`config.mk`:
```
export PLATFORM = sky130hd
export DESIGN_NAME = duck_flight_ctrl
export DESIGN_NICKNAME = d
export VERILOG_FILES = /design/src/rtl/duck_flight_ctrl.sv
export SDC_FILE = /design/constraint.sdc
export NUM_CORES = 1
export LEC_CHECK = 0
export BUFFER_PORTS_ARGS = -buffer_cell sky130_fd_sc_hd__buf_2
export CAP_MARGIN = 30
export CORE_MARGIN = 1
export CORE_UTILIZATION = 35
export CTS_BUF_LIST = sky130_fd_sc_hd__clkbuf_8
export DETAILED_ROUTE_END_ITERATION = 10
export GPL_TIMING_DRIVEN = 0
export SYNTH_ARGS = -nofsm -noshare
export SYNTH_HDL_FRONTEND = slang
export SYNTH_SLANG_ARGS = --single-unit
```
`constraint.sdc`:
```
create_clock -name Clk -period 7 [get_ports Clk]
set_clock_uncertainty 0.05 [all_clocks]
set_input_delay 1.05 -clock Clk [delete_from_list [all_inputs] [get_ports Clk]]
set_output_delay 1.05 -clock Clk [all_outputs]
set_load 0.02 [all_outputs]
```
`src/rtl/duck_flight_ctrl.sv`:
```
// rtl/duck_flight_ctrl.sv - duck position/state controller for a frame-stepped shooting game
//
// Purpose: launches a duck, bounces it inside the play field once per video
// frame, and then resolves the flight in one of two ways. If the duck is shot,
// it freezes, falls and is marked shot down. If the flight time runs out, it
// escapes off the top of the field.
//
// Ports:
//   Clk          system clock, all logic on the rising edge
//   Reset        synchronous, active-high reset
//   frame_tick   one-cycle pulse per video frame; motion and frame counting step on it
//   launch       one-cycle request for a new duck (honoured in IDLE/GONE only)
//   launch_x     starting x position (clamped into the field)
//   launch_dir   initial horizontal direction, 1 = right
//   shot_hit     one-cycle pulse from hit detection (honoured in FLYING only)
//   duck_x/y     current duck position
//   state        IDLE=0 FLYING=1 HIT=2 FALLING=3 ESCAPING=4 GONE=5
//   flew_away    level, high while GONE after an escape
//   shot_down    one-cycle pulse on the cycle after a registered hit
//   duck_active  high in FLYING, HIT, FALLING and ESCAPING

module duck_flight_ctrl #(
    parameter int X_MIN          = 0,
    parameter int X_MAX          = 639,
    parameter int Y_MIN          = 0,
    parameter int Y_MAX          = 399,
    parameter int STEP           = 2,
    parameter int FALL_STEP      = 4,
    parameter int TIMEOUT_FRAMES = 300,
    parameter int HIT_FRAMES     = 30
) (
    input  logic       Clk,
    input  logic       Reset,
    input  logic       frame_tick,
    input  logic       launch,
    input  logic [9:0] launch_x,
    input  logic       launch_dir,
    input  logic       shot_hit,
    output logic [9:0] duck_x,
    output logic [9:0] duck_y,
    output logic [2:0] state,
    output logic       flew_away,
    output logic       shot_down,
    output logic       duck_active
);

    // One counter serves both the flight timeout and the hit freeze.
    localparam int CNT_W = $clog2(TIMEOUT_FRAMES + HIT_FRAMES + 1);

    typedef enum logic [2:0] {
        S_IDLE     = 3'd0,
        S_FLYING   = 3'd1,
        S_HIT      = 3'd2,
        S_FALLING  = 3'd3,
        S_ESCAPING = 3'd4,
        S_GONE     = 3'd5
    } state_t;

    state_t           cur_state;
    state_t           nxt_state;

    logic             dx_right;   // 1 = moving toward X_MAX
    logic             dy_down;    // 1 = moving toward Y_MAX
    logic             escaped;
    logic [CNT_W-1:0] frame_cnt;

    logic [9:0]       x_nxt;
    logic [9:0]       y_nxt;
    logic             dx_nxt;
    logic             dy_nxt;
    logic             esc_nxt;
    logic             shot_nxt;
    logic [CNT_W-1:0] cnt_nxt;

    // Position arithmetic is done in signed 32-bit so every bound check is made
    // on the current value before stepping; nothing can wrap on the 10-bit outputs.
    int               xi;
    int               yi;
    int               lxi;

    // ------------------------------------------------------------------
    // State register
    // ------------------------------------------------------------------
    always_ff @(posedge Clk) begin
        if (Reset) begin
            cur_state <= S_IDLE;
        end else begin
            cur_state <= nxt_state;
        end
    end

    // ------------------------------------------------------------------
    // Next-state and next-datapath logic
    // ------------------------------------------------------------------
    always_comb begin
        nxt_state = cur_state;
        x_nxt     = duck_x;
        y_nxt     = duck_y;
        dx_nxt    = dx_right;
        dy_nxt    = dy_down;
        cnt_nxt   = frame_cnt;
        esc_nxt   = escaped;
        shot_nxt  = 1'b0;
        xi        = int'(duck_x);
        yi        = int'(duck_y);
        lxi       = int'(launch_x);

        case (cur_state)
            // A launch outranks a coincident frame_tick; ticks alone do nothing here.
            S_IDLE, S_GONE: begin
                if (launch) begin
                    nxt_state = S_FLYING;
                    if (lxi > X_MAX) begin
                        x_nxt = 10'(X_MAX);
                    end else if (lxi < X_MIN) begin
                        x_nxt = 10'(X_MIN);
                    end else begin
                        x_nxt = launch_x;
                    end
                    y_nxt   = 10'(Y_MAX);
                    dx_nxt  = launch_dir;
                    dy_nxt  = 1'b0;
                    cnt_nxt = '0;
                    esc_nxt = 1'b0;
                end
            end

            S_FLYING: begin
                // A hit freezes the duck immediately, even on a timeout tick.
                if (shot_hit) begin
                    nxt_state = S_HIT;
                    cnt_nxt   = '0;
                    shot_nxt  = 1'b1;
                end else if (frame_tick) begin
                    // Reaching a bound counts as hitting it: snap there and turn around.
                    if (dx_right) begin
                        if (xi >= X_MAX - STEP) begin
                            x_nxt  = 10'(X_MAX);
                            dx_nxt = 1'b0;
                        end else begin
                            x_nxt = 10'(xi + STEP);
                        end
                    end else begin
                        if (xi <= X_MIN + STEP) begin
                            x_nxt  = 10'(X_MIN);
                            dx_nxt = 1'b1;
                        end else begin
                            x_nxt = 10'(xi - STEP);
                        end
                    end

                    if (dy_down) begin
                        if (yi >= Y_MAX - STEP) begin
                            y_nxt  = 10'(Y_MAX);
                            dy_nxt = 1'b0;
                        end else begin
                            y_nxt = 10'(yi + STEP);
                        end
                    end else begin
                        if (yi <= Y_MIN + STEP) begin
                            y_nxt  = 10'(Y_MIN);
                            dy_nxt = 1'b1;
                        end else begin
                            y_nxt = 10'(yi - STEP);
                        end
                    end

                    if (frame_cnt == CNT_W'(TIMEOUT_FRAMES - 1)) begin
                        nxt_state = S_ESCAPING;
                        cnt_nxt   = '0;
                    end else begin
                        cnt_nxt = frame_cnt + CNT_W'(1);
                    end
                end
            end

            S_HIT: begin
                if (frame_tick) begin
                    if (frame_cnt == CNT_W'(HIT_FRAMES - 1)) begin
                        nxt_state = S_FALLING;
                        cnt_nxt   = '0;
                    end else begin
                        cnt_nxt = frame_cnt + CNT_W'(1);
                    end
                end
            end

            S_FALLING: begin
                if (frame_tick) begin
                    if (yi > Y_MAX - FALL_STEP) begin
                        y_nxt     = 10'(Y_MAX);
                        nxt_state = S_GONE;
                        esc_nxt   = 1'b0;
                    end else begin
                        y_nxt = 10'(yi + FALL_STEP);
                    end
                end
            end

            // Escaping ducks cannot be shot; shot_hit is not looked at here.
            S_ESCAPING: begin
                if (frame_tick) begin
                    if (yi < Y_MIN + STEP) begin
                        y_nxt     = 10'(Y_MIN);
                        nxt_state = S_GONE;
                        esc_nxt   = 1'b1;
                    end else begin
                        y_nxt = 10'(yi - STEP);
                    end
                end
            end

            default: begin
                nxt_state = S_IDLE;
            end
        endcase
    end

    // ------------------------------------------------------------------
    // Datapath registers
    // ------------------------------------------------------------------
    always_ff @(posedge Clk) begin
        if (Reset) begin
            duck_x    <= 10'(X_MIN);
            duck_y    <= 10'(Y_MAX);
            dx_right  <= 1'b1;
            dy_down   <= 1'b0;
            frame_cnt <= '0;
            escaped   <= 1'b0;
            shot_down <= 1'b0;
        end else begin
            duck_x    <= x_nxt;
            duck_y    <= y_nxt;
            dx_right  <= dx_nxt;
            dy_down   <= dy_nxt;
            frame_cnt <= cnt_nxt;
            escaped   <= esc_nxt;
            shot_down <= shot_nxt;
        end
    end

    // ------------------------------------------------------------------
    // Output decode from registered state
    // ------------------------------------------------------------------
    always_comb begin
        state       = cur_state;
        flew_away   = (cur_state == S_GONE) && escaped;
        duck_active = (cur_state == S_FLYING)  || (cur_state == S_HIT) ||
                      (cur_state == S_FALLING) || (cur_state == S_ESCAPING);
    end

endmodule

```
## After elaboration in Yosys (flattened, before gate mapping)

Index checks and enable logic that the tools add are counted.

- Bits of input ports: 16
- Output and inout port bits: 26
- Register bits: 36

- Reduce and logical (&&, ||, !) cells: 16
- Equal/unequal tests: 18
- Add/sub/neg operators: 6
- Multiplexer cells: 57
- $lt $le $gt $ge: 7
- Bitwise operators: 1

Operator list:

| cell | number |
|---|---|
| $mux 10 | 17 |
| $mux 9 | 6 |
| $pmux 10 s4 | 1 |
| $mux 3 | 10 |
| $pmux 9 s3 | 1 |
| $add 10x2->10 const B | 2 |
| $le 10x2->1 const B | 2 |
| $pmux 10 s2 | 1 |
| $sub 10x2->10 const B | 2 |
| $ne 2x2->1 const B | 9 |
| $mux 1 | 17 |
| $pmux 3 s5 | 1 |
| $reduce_and 6->1 | 2 |
| $add 10x3->10 const B | 1 |
| $ge 10x10->1 const B | 1 |
| $ge 10x9->1 const B | 1 |
| $gt 10x10->1 const B | 1 |
| $gt 10x9->1 const B | 1 |
| $lt 10x2->1 const B | 1 |
| $add 9x1->9 const B | 1 |
| $eq 9x5->1 const B | 1 |
| $eq 9x9->1 const B | 1 |
| $reduce_and 9->1 | 1 |
| $reduce_and 4->1 | 2 |
| other kinds (14) | 22 |

## Longest topological paths before layout

Gate-level depths: netlist of the first run.

- Word-level depth: 6
- Gate-level depth with buffers: 9

## Least setup slack after synthesis of the first run

No wires, ideal clock.

- Path type: input-to-reg
- Start: input frame_tick
- End: register duck_y[0]
- Cell stages on the path: 7
- Path buffers: 1
- Library setup time: 131 ps
- Data arrival time: 2,449 ps
- Slack: 4,370 ps
- Path through: clkbuf_1 mux2i_1 mux2_2 o2bb2ai_1 nand2_1 o32ai_1 o41ai_1

- Cells in the longest elaborated chain, start to end: 2
- Elaborated cells between the ends (all ways): 4
- Those cells by class: eq/ne: 3; reduce/logical: 1

Ends and longest elaborated chain:

| what | RTL line | source |
|---|---|---|
| start, declared | 34 | `input logic frame_tick,` |
| $ne 2x2->1 (no line) | - |  |
| $reduce_and 6->1 (no line) (*) | - |  |
| end signal, assigned | 225 | `duck_y <= 10'(Y_MAX);` |
| end signal, assigned | 233 | `duck_y <= y_nxt;` |
| end, declared | 40 | `output logic [9:0] duck_y,` |

Every way passes the cells marked *; elsewhere a longest branch is shown, timed or not.
A chain may end at the register's enable or synchronous reset.

## Worst setup path after layout of the first run

- Start: register cur_state[1], in the netlist state[1]
- End: output flew_away

- Cells in the longest elaborated chain, start to end: 2

Ends and longest elaborated chain:

| what | RTL line | source |
|---|---|---|
| start, declared | 59 | `state_t cur_state;` |
| start signal, assigned | 88 | `cur_state <= nxt_state;` |
| $eq 3x3->1 | 247 | `flew_away = (cur_state == S_GONE) && escaped;` |
| $logic_and 1x1->1 | 247 |  |
| end, declared | 42 | `output logic flew_away,` |

Every way passes these cells.

==> metrics, run 1 <==
syn_area_per_cell=7.34 um^2; GRT Residual Overflow=0; Bufs on Longest Clock Path=2; Port Buffers=39; Setup-failing EPs final=0; Comb pwr share=61.7%; RSZ-0062 raised after global routing=false; CTS root buf=clkbuf_8; pre-CTS WS=3.94 ns; PwrDens=369 mW/mm^2; busiest grt layer=met2; full die area=0.00933 mm^2; final setup TNS=0 ns; n_diodes=0; final slew viol count=0; Worst Setup SP=state[1]$_SDFFE_PP0P_; drt wl/cell=16.5 um; HP Class=register to register; max_cap viols=0; Worst VDD drop=0.000116 V; net switching share of the total power=51.5%; met1 Track Usage GR=28.7%; initial antenna violation count=0; flops & latches, synth=36; WP buf/inv=3; number of global-route vias before repair=3316; commonest non-fill, non-tap cells in the layout=buf_2 (45), nand2_1 (40), a21oi_1 (39); Initial Util=36.1%; Reg-to-Reg Start=duck_y[3]$_SDFFE_PP1P_; met2 Use GR=32.9%; leakage=1.38 nW; crit end category=output pin; Crit Path Class=register to output pin; CTS sink count=36; outcome=complete, no violations; Slew headroom=56.1%; Routed Antenna Nets=0; critical path startpoint category=register; RePlAce Congestion=0.906; setup slack after layout=3.91 ns; fraction of registers with async set/reset=0%; Iter 0 DRT Violations=276; final wirelength=9610 um; Cells after Synth=427; crit path to=flew_away; DRT Pass-1 Iters=5; Worst-Margin Slew=0.654 ns; Worst path depth=4; maximum level of the CTS H-tree=2; chip width=96.6 um; end of the worst register-to-register path=duck_y[0]$_SDFFE_PP1P_; P_int=640 uW; area post-placement=0.00346 mm^2; Post-Syn Nets=453; Post-synth EDFFs=0; IO Pins=42; Hold Vio Cnt, Final=0; setup bufs post-CTS=0; post-cts sizing count=0; die span in y=96.6 um; Worst-path clk slew=0.08 ns; YS warnings=0; hold_buf cts=0; sequential power share=23.1%; row count=34; layout net count=499; DRC=0; Tot Pwr=1.32 mW; final instance area=0.00358 mm^2; most used cell, CP=clkbuf_1; gr usage total=20.9%; Worst EP required=5.90 ns; Fmax=323 MHz; Vias=3522; routed vias/inst=6.05; Worst Reg2Reg Path Length in Cells=9; ys flop type=dfxtp_1; R2R Setup Slk=4.07 ns; Syn-to-layout area delta=14.2%; cts bufs inserted=5; commonest non-fill, non-tap cell in the layout=buf_2; Multi-input gate area=0.00223 mm^2; post-route clock period utilization=44.2%; clock power share=15.2%; CP cell instances=clkbuf_1 > clkbuf_1 > and4b_1 > buf_2; Arrival @ worst endpoint=1.99 ns; cell family with the largest share of critical-path delay=buffers and inverters; Storage cell area=721 um^2; first-pass GRT wire length=16300 um; part of the Yosys area used for sequential elements=23.0%; switching pwr=681 uW; clk_lat worst skew=0.30 ns; Worst path max stage delay=0.47 ns; layout cell share with drive strength beyond 1=13.7%; largest net degree at the start of global routing=14; Worst path slowest cell=dfxtp_1; M3 GR Usage=3.03%; post-synthesis cell type count=69; final worst path period need=3.09 ns; fillers=934; CTS tree=built; hpwl dp=7050 um; worst-path fanout max=10; core area=0.00868 mm^2; synthesized area=0.00313 mm^2
==> cells in the mapped netlist, types with 3 or more instances <==
library cell	instances	area share, %
nand2b_1	4	0.80
or2_1	3	0.60
a2111oi_0	4	1.1
o21a_1	4	0.96
a211oi_1	10	2.4
inv_1	14	1.7
xor2_1	7	2.0
and4_1	3	0.84
nor2b_1	4	0.80
nand3_1	18	2.9
xnor2_1	10	2.8
a21o_1	6	1.4
and2_1	3	0.60
o221ai_1	4	1.1
o211ai_1	9	2.2
a21oi_1	39	6.2
and3_1	5	1.0
or3b_1	3	0.84
nand3b_1	3	0.72
ha_1	10	4.0
a31oi_1	10	2.0
a311oi_1	3	0.84
buf_2	6	0.96
o21ai_1	12	1.9
o21ai_0	12	1.9
and3b_1	3	0.84
nor3_1	10	1.6
o41ai_1	3	0.84
a22oi_1	5	1.2
clkbuf_1	25	3.0
nand2_1	40	4.8
dfxtp_1	36	23
nand4_1	7	1.4
nor4_1	6	1.2
mux2i_1	7	2.2
nor2_1	36	4.3
==> cell type report <==
cell class | instances | share of cell area (%)
buffer | 32 | 3.57
clock buffer | 5 | 1.92
clock inverter | 3 | 1.29
inverter | 15 | 1.57
multi-input combinational | 344 | 62.3
sequential | 36 | 20.1
tap | 108 | 3.78
timing repair buffer | 39 | 5.45
==> worst reg2reg max path, cell delays in order, from the launching register on <==
cell and delay [ns]:
dfxtp_1 0.38, clkbuf_1 0.35, inv_1 0.18, ha_1 0.24
a21boi_1 0.40, o211ai_1 0.29, o21ai_1 0.40, a21oi_1 0.11
o32ai_1 0.29, o41ai_1 0.11
==> sequential cells by signal, indices dropped and copies added, names as in the netlist <==
| name | cells |
|---|---|
| dx_right | 1 |
| frame_cnt | 9 |
| duck_x | 10 |
| dy_down | 1 |
| state | 3 |
| duck_y | 10 |
| shot_down | 1 |
| escaped | 1 |
==> through the flow <==
stage	cells	hold slack (ns)	util, %
2_1_floorplan	427	0.402	-
3_3_place_gp	574	0.412	39.9
3_5_place_dp	574	0.426	39.9
4_1_cts	582	0.438	41.2
5_1_grt	582	0.459	41.2
6_report	582	0.436	41.2
==> worst min-delay path by stage <==
stage	from	endpoint	slack, ns	depth (start not counted)
after floorplan	escaped$_SDFFE_PP0P_	escaped$_SDFFE_PP0P_	0.40	2
after global placement	escaped$_SDFFE_PP0P_	escaped$_SDFFE_PP0P_	0.41	2
after detailed placement	escaped$_SDFFE_PP0P_	escaped$_SDFFE_PP0P_	0.43	2
after CTS	escaped$_SDFFE_PP0P_	escaped$_SDFFE_PP0P_	0.44	2
after global routing	escaped$_SDFFE_PP0P_	escaped$_SDFFE_PP0P_	0.46	2
final	escaped$_SDFFE_PP0P_	escaped$_SDFFE_PP0P_	0.44	2
==> power by group through the flow <==
stage               Clock [mW]  Sequential (mW)  Combinational (mW)
floorplan                    0            0.346               0.552
global placement             0            0.308               0.792
detailed placement           0            0.310               0.797
CTS                      0.204            0.305               0.802
global route             0.211            0.312               0.903
finish                   0.201            0.305               0.816
==> routing by layer <==
layer  routed length [um]  part of all wire (%)
met1                 4400                    46
met2                 4420                    46
met3                  601                   6.3
met4                  195                   2.0
met5                    0                     0
==> kinds of logic after synthesis <==
family / synth area share [%]
xor+xnor: 4.75
buf+inv: 5.87
flops: 23.0
compound gates: 31.5
fa+ha+maj: 3.99
simple gates: 28.2
mux: 2.60
Note: power is estimated with default switching activity, not from simulation.
==> run 2, diff against run 1 <==
- ABC_AREA: default -> 1
- clock period: 7 -> 2.95 ns (I/O delays scaled with it)
==> run 2 against run 1 <==
  * Sequential power increased to 2.6 times the previous value
  * Wire length decreased by 3.5%
  * Register-to-register slack got worse by 3.5 ns
  * Power increased to 2.7 times the previous value
  * Setup slack got worse by 3.3 ns
  * Clock power increased by 85%
  * Non-clock buffer count decreased by 14
  * Via count increased by 2.6%
  * Sequential cell count unchanged
  * Combinational power increased to 2.9 times the previous value
  * Highest routed layer unchanged
==> metrics, run 2 <==
outcome=complete, no violations (unchanged); Arrival @ worst endpoint=2.47 ns (was 1.99 ns); multiplexer share of the synthesized area=0.298% (was 2.60%); Post-Synth Adder-Cell Area=3.73% (was 3.99%); Cells after Synth=563 (was 427); synthesized area=0.00335 mm^2 (was 0.00313 mm^2); routed vias/inst=4.88 (was 6.05); biggest regs=duck_x (10), duck_y (10), frame_cnt (9) (unchanged); Worst path slowest cell=dfxtp_1 (unchanged); Non-Filler Instances=740 (was 582); HP Class=primary input to register (was register to register); layout net count=636 (was 499); area share of the largest cell type after synthesis=21.5% (was 23.0%); number of global-route vias before repair=3277 (was 3316); final setup TNS=0 ns (unchanged); top cells by count, synth=nand2_1 (160), nor2_1 (67), inv_1 (64) (was nand2_1 (40), a21oi_1 (39), dfxtp_1 (36), nor2_1 (36), clkbuf_1 (25)); Setup-failing EPs final=0 (unchanged); Post-Syn Nets=589 (was 453); flops & latches, synth=36 (unchanged); CTS tree=built (unchanged); most used cell, CP=nand2_1 (was clkbuf_1); Worst-path clk slew=0.07 ns (was 0.08 ns); top cells by area, synth=dfxtp_1 (21%), nand2_1 (18%), nor2_1 (7.5%), inv_1 (7.2%), nand3_1 (6.4%) (was dfxtp_1 (23%), a21oi_1 (6.2%), nand2_1 (4.8%), nor2_1 (4.3%), ha_1 (4.0%)); fraction of registers with async set/reset=0% (unchanged); maximum level of the CTS H-tree=2 (unchanged); CP cell instances=clkbuf_1 > inv_1 > ha_1 > nand2_1 > nand2_1 > nor2_1 > nand2_1 > nand2_2 > inv_1 > nand2_1 > nand2_1 > inv_1 > nand2_1 > nand2_1 > a21oi_2 (was clkbuf_1 > clkbuf_1 > and4b_1 > buf_2); placed cells=732 (was 574); IO Pins=42 (unchanged); max_cap viols=0 (unchanged); Hold WS=0.360 ns (was 0.436 ns); layout cell share with drive strength beyond 1=19.0% (was 13.7%); Port Buffers=40 (was 39); crit end category=register (was output pin); Crit Path Class=register to register (was register to output pin); clk_lat worst skew=0.29 ns (was 0.30 ns); Hold Vio Cnt, Final=0 (unchanged); Slew headroom=57.0% (was 56.1%); Worst VDD drop=0.000387 V (was 0.000116 V); hpwl dp=7090 um (was 7050 um); WP buf/inv=4 (was 3); Worst path max stage delay=0.37 ns (was 0.47 ns); DRT Pass-1 Iters=4 (was 5); Vias=3614 (was 3522); post-route clock period utilization=80.0%; core area=0.00928 mm^2 (was 0.00868 mm^2); PwrDens=933 mW/mm^2 (was 369 mW/mm^2); initial antenna violation count=0 (unchanged); chip width=99.9 um (was 96.6 um); row count=35 (was 34); DRC=0 (unchanged); post-cts sizing count=0 (unchanged); post-synthesis cell type count=41 (was 69); RSZ-0062 raised after global routing=false (unchanged); commonest non-fill, non-tap cells in the layout=nand2_1 (160), nor2_1 (67), inv_1 (66) (was buf_2 (45), nand2_1 (40), a21oi_1 (39)); commonest non-fill, non-tap cell in the layout=nand2_1 (was buf_2); RePlAce Congestion=0.953 (was 0.906); GRT Residual Overflow=0 (unchanged); Initial Util=36.1% (about the same); syn_area_per_cell=5.96 um^2 (was 7.34 um^2); first-pass GRT wire length=15600 um (was 16300 um); CTS sink count=36 (unchanged); drt wl/cell=12.5 um (was 16.5 um); n_diodes=0 (unchanged); hold_buf cts=0 (unchanged); final worst path period need=2.36 ns; largest net degree at the start of global routing=11 (was 14); dominant cell by count in the synthesized netlist=nand2_1 (unchanged); gr usage total=19.5% (was 20.9%); final wirelength=9280 um (was 9610 um); CTS root buf=clkbuf_8 (unchanged); compound-gate portion of the synthesized area=14.0% (was 31.5%); setup bufs post-CTS=0 (unchanged); Post-synth EDFFs=0 (unchanged); worst-path fanout max=8 (was 10); Simple-Gate Fraction of Synth Area=45.7% (was 28.2%); Tot Pwr=3.55 mW (was 1.32 mW); Bufs on Longest Clock Path=2 (unchanged); part of the Yosys area used for sequential elements=21.5% (was 23.0%); cts bufs inserted=5 (unchanged); die span in y=99.9 um (was 96.6 um); Syn-to-layout area delta=13.5% (was 14.2%); Finished Core Util=41.0% (was 41.2%); Routed Antenna Nets=0 (unchanged); final slew viol count=0 (unchanged); Worst-Margin Slew=0.645 ns (was 0.654 ns); full die area=0.00998 mm^2 (was 0.00933 mm^2); largest family of logic cells by synthesized area=simple AND/OR/NAND/NOR gates (was compound AO/OA/AOI/OAI gates); Worst EP required=3.06 ns (was 5.90 ns); cell family with the largest share of critical-path delay=simple AND/OR/NAND/NOR gates (was buffers and inverters); critical path startpoint category=register (unchanged); post-synth top area cell=dfxtp_1 (unchanged); post-synthesis xor/xnor area fraction=2.61% (was 4.75%); Iter 0 DRT Violations=169 (was 276); YS warnings=0 (unchanged); Fmax=424 MHz; ys flop type=dfxtp_1 (unchanged); leakage=1.90 nW (was 1.38 nW)
run 2: layout make-up:
type,count,area (um^2)
Buffer,17,120
Fill cell,1010,5480
Clock buffer,6,82.6
Clock inverter,2,7.51
Timing Repair Buffer,40,200
Tap cell,129,161
Inverter,77,289
Multi-Input combinational cell,433,2220
Sequential cell,36,721
run 2: worst reg2reg max path: stages (launching register included):
cell and delay, ns:
dfxtp_1 0.37, clkbuf_1 0.29, inv_1 0.14, ha_1 0.21
nand2_1 0.16, nand2_1 0.09, nor2_1 0.09, nand2_1 0.17
nand2_2 0.25, inv_1 0.10, nand2_1 0.07, nand2_1 0.05
inv_1 0.04, nand2_1 0.04, nand2_1 0.06, a21oi_2 0.05
run 2: routing by layer:
layer | up-vias | wire length (um) | global-route usage, %
met5 | - | 0 | 0
met4 | 0 | 159 | 6.11
met3 | 11 | 579 | 2.92
met2 | 109 | 4090 | 30.5
met1 | 1600 | 4450 | 27.6
li1 | 1894 | - | -
run 2: where the power goes:
| group | switching, mW | leakage, nW | internal (mW) | total [mW] |
|---|---|---|---|---|
| logic | 1.57 | 1.55 | 0.815 | 2.38 |
| registers | 0.176 | 0.295 | 0.623 | 0.799 |
| clock network | 0.187 | 0.0538 | 0.184 | 0.371 |
run 2: metrics by stage:
stage          setup slack [ns]  area, um^2
4_1_cts                   0.607        3810
3_5_place_dp              0.629        3720
3_3_place_gp              0.629        3720
6_report                  0.589        3810
2_1_floorplan             0.842        3350
5_1_grt                   0.350        3810
run 2: path summary, 6_finish.rpt:
kind / from / to / slack, ns / cells after the start
max: duck_y[3]$_SDFFE_PP1P_ / duck_y[4]$_SDFFE_PP0P_ / 0.59 / 15
min: Reset / duck_y[9]$_SDFFE_PP0P_ / 0.36 / 2
max reg2reg: duck_y[3]$_SDFFE_PP1P_ / duck_y[4]$_SDFFE_PP0P_ / 0.59 / 15
min reg2reg: frame_cnt[8]$_SDFFE_PP0P_ / frame_cnt[8]$_SDFFE_PP0P_ / 0.46 / 2
run 2: cell families (layout without fill, tap and decap cells):
| kind of cell | count (synthesis) | count (layout) |
|---|---|---|
| simple gates | 331 | 331 |
| buf+inv | 94 | 142 |
| compound gates | 81 | 81 |
| flops | 36 | 36 |
| fa+ha+maj | 10 | 10 |
| xor+xnor | 10 | 10 |
| mux | 1 | 1 |
==> run 3, diff against run 2 <==
- clock period: 2.95 -> 2.3 ns (I/O delays scaled with it)
==> run 3 against run 2 <==
  * Critical path depth decreased by 1
  * Die area unchanged
  * Setup slack got worse by 0.33 ns
  * Design area about the same
==> metrics, run 3 (synthesized netlist as in run 2, its figures left out) <==
row count=35 (unchanged); hpwl dp=7090 um (unchanged); max_cap viols=0 (unchanged); HP Class=primary input to register (unchanged); CTS tree=built (unchanged); initial antenna violation count=0 (unchanged); Tot Pwr=4.55 mW (was 3.55 mW); Worst Setup SP=duck_y[3]$_SDFFE_PP1P_ (unchanged); Arrival @ worst endpoint=2.15 ns (was 2.47 ns); sequential power share=22.8% (was 22.5%); maximum level of the CTS H-tree=2 (unchanged); n_diodes=0 (unchanged); full die area=0.00998 mm^2 (unchanged); Worst VDD drop=0.000496 V (was 0.000387 V); switching pwr=2.47 mW (was 1.93 mW); Hold WS=0.263 ns (was 0.360 ns); number of global-route vias before repair=3274 (was 3277); Worst path max stage delay=0.44 ns (was 0.37 ns); clk_lat worst skew=0.29 ns (about the same); pre-CTS WS=-0.0209 ns (was 0.629 ns); layout net count=635 (was 636); setup bufs post-CTS=0 (unchanged); final worst path period need=2.04 ns (was 2.36 ns); P_int=2.08 mW (was 1.62 mW); leakage=1.89 nW (was 1.90 nW); worst-path fanout max=10 (was 8); outcome=complete, no violations (unchanged); CP cell instances=inv_1 > ha_1 > nand2_1 > nand2_1 > nor2_1 > nand2_1 > nand2_4 > inv_1 > nand2_1 > nand2_1 > inv_1 > nand2_1 > nand2_1 > a21oi_2 (was clkbuf_1 > inv_1 > ha_1 > nand2_1 > nand2_1 > nor2_1 > nand2_1 > nand2_2 > inv_1 > nand2_1 > nand2_1 > inv_1 > nand2_1 > nand2_1 > a21oi_2); Fmax=490 MHz (was 424 MHz); Hold Vio Cnt, Final=0 (unchanged); final slew viol count=0 (unchanged); hold_buf cts=0 (unchanged); post-route clock period utilization=88.7% (was 80.0%); Syn-to-layout area delta=13.6% (was 13.5%); Crit Path Class=register to register (unchanged); CTS root buf=clkbuf_8 (unchanged); final wirelength=9280 um (about the same); first-pass GRT wire length=15600 um (unchanged); CTS sink count=36 (unchanged); die span in y=99.9 um (unchanged); post-cts sizing count=0 (unchanged); net switching share of the total power=54.3% (about the same); routed vias/inst=4.89 (was 4.88); WP buf/inv=3 (was 4); Routed Antenna Nets=0 (unchanged); IO Pins=42 (unchanged); Initial Util=36.1% (unchanged); fillers=1011 (was 1010); Worst path slowest cell=dfxtp_2 (was dfxtp_1); DRT Pass-1 Iters=5 (was 4); commonest non-fill, non-tap cell in the layout=nand2_1 (unchanged); Worst EP required=2.41 ns (was 3.06 ns); final setup TNS=0 ns (unchanged); RSZ-0062 raised after global routing=false (unchanged); DRC=0 (unchanged); hold path start=Reset (unchanged); placed cells=732 (unchanged); biggest regs=duck_x (10), duck_y (10), frame_cnt (9) (unchanged); drt wl/cell=12.6 um (was 12.5 um); cell family with the largest share of critical-path delay=simple AND/OR/NAND/NOR gates (unchanged); layout cell share with drive strength beyond 1=19.3% (was 19.0%); PwrDens=1200 mW/mm^2 (was 933 mW/mm^2); largest net degree at the start of global routing=11 (unchanged); commonest non-fill, non-tap cells in the layout=nand2_1 (160), nor2_1 (67), inv_1 (66) (unchanged); Worst-path clk slew=0.07 ns (about the same); Non-Filler Instances=739 (was 740); most used cell, CP=nand2_1 (unchanged); crit end category=register (unchanged); Iter 0 DRT Violations=180 (was 169); Reg-to-Reg Start=duck_y[3]$_SDFFE_PP1P_ (unchanged); gr usage total=19.5% (unchanged); clock power share=10.5% (about the same); Comb pwr share=66.7% (was 67.1%); RePlAce Congestion=0.953 (unchanged); Vias=3613 (was 3614); critical path startpoint category=register (unchanged); Setup-failing EPs final=0 (unchanged); Slew headroom=54.9% (was 57.0%); chip width=99.9 um (unchanged); Worst-Margin Slew=0.676 ns (was 0.645 ns); core area=0.00928 mm^2 (unchanged); GRT Residual Overflow=0 (unchanged); setup slack after layout=0.260 ns (was 0.589 ns); Port Buffers=40 (unchanged); cts bufs inserted=5 (unchanged); Bufs on Longest Clock Path=2 (unchanged)
==> run 3: through the flow <==
step	utilization [%]	cell area (um^2)
finish	41.0	3810
global placement	40.0	3720
detailed placement	40.0	3720
global route	41.0	3810
floorplan	-	3350
CTS	41.0	3800
==> run 3: worst paths after layout <==
| check | to | slack, ns | cells after the start |
|---|---|---|---|
| max | duck_y[4]$_SDFFE_PP0P_ | 0.26 | 14 |
| min | duck_y[9]$_SDFFE_PP0P_ | 0.26 | 2 |
| max reg2reg | duck_y[4]$_SDFFE_PP0P_ | 0.26 | 14 |
| min reg2reg | frame_cnt[8]$_SDFFE_PP0P_ | 0.46 | 2 |
==> run 3: area by class of cell <==
cell class | instances | area, um^2 | area share, %
tap | 129 | 161 | 4.24
clock inverter | 2 | 7.51 | 0.197
inverter | 77 | 289 | 7.59
timing repair buffer | 40 | 200 | 5.25
sequential | 36 | 723 | 19.0
multi-input combinational | 433 | 2230 | 58.5
buffer | 16 | 116 | 3.05
clock buffer | 6 | 82.6 | 2.17
==> run 3: layer usage <==
metal | GRT usage [%] | vias to the layer above | wire length, um
met1 | 27.6 | 1599 | 4460
met2 | 30.5 | 113 | 4100
met5 | 0 | - | 0
li1 | - | 1885 | -
met3 | 2.92 | 16 | 532
met4 | 6.11 | 0 | 185
==> run 3: power by group through the flow <==
stage | Sequential, mW | Combinational, mW | Clock, mW
2_1_floorplan | 1.16 | 2.18 | 0
3_3_place_gp | 1.04 | 3.01 | 0
3_5_place_dp | 1.03 | 3.04 | 0
4_1_cts | 1.03 | 3.03 | 0.510
5_1_grt | 1.07 | 3.45 | 0.528
6_report | 1.04 | 3.04 | 0.477
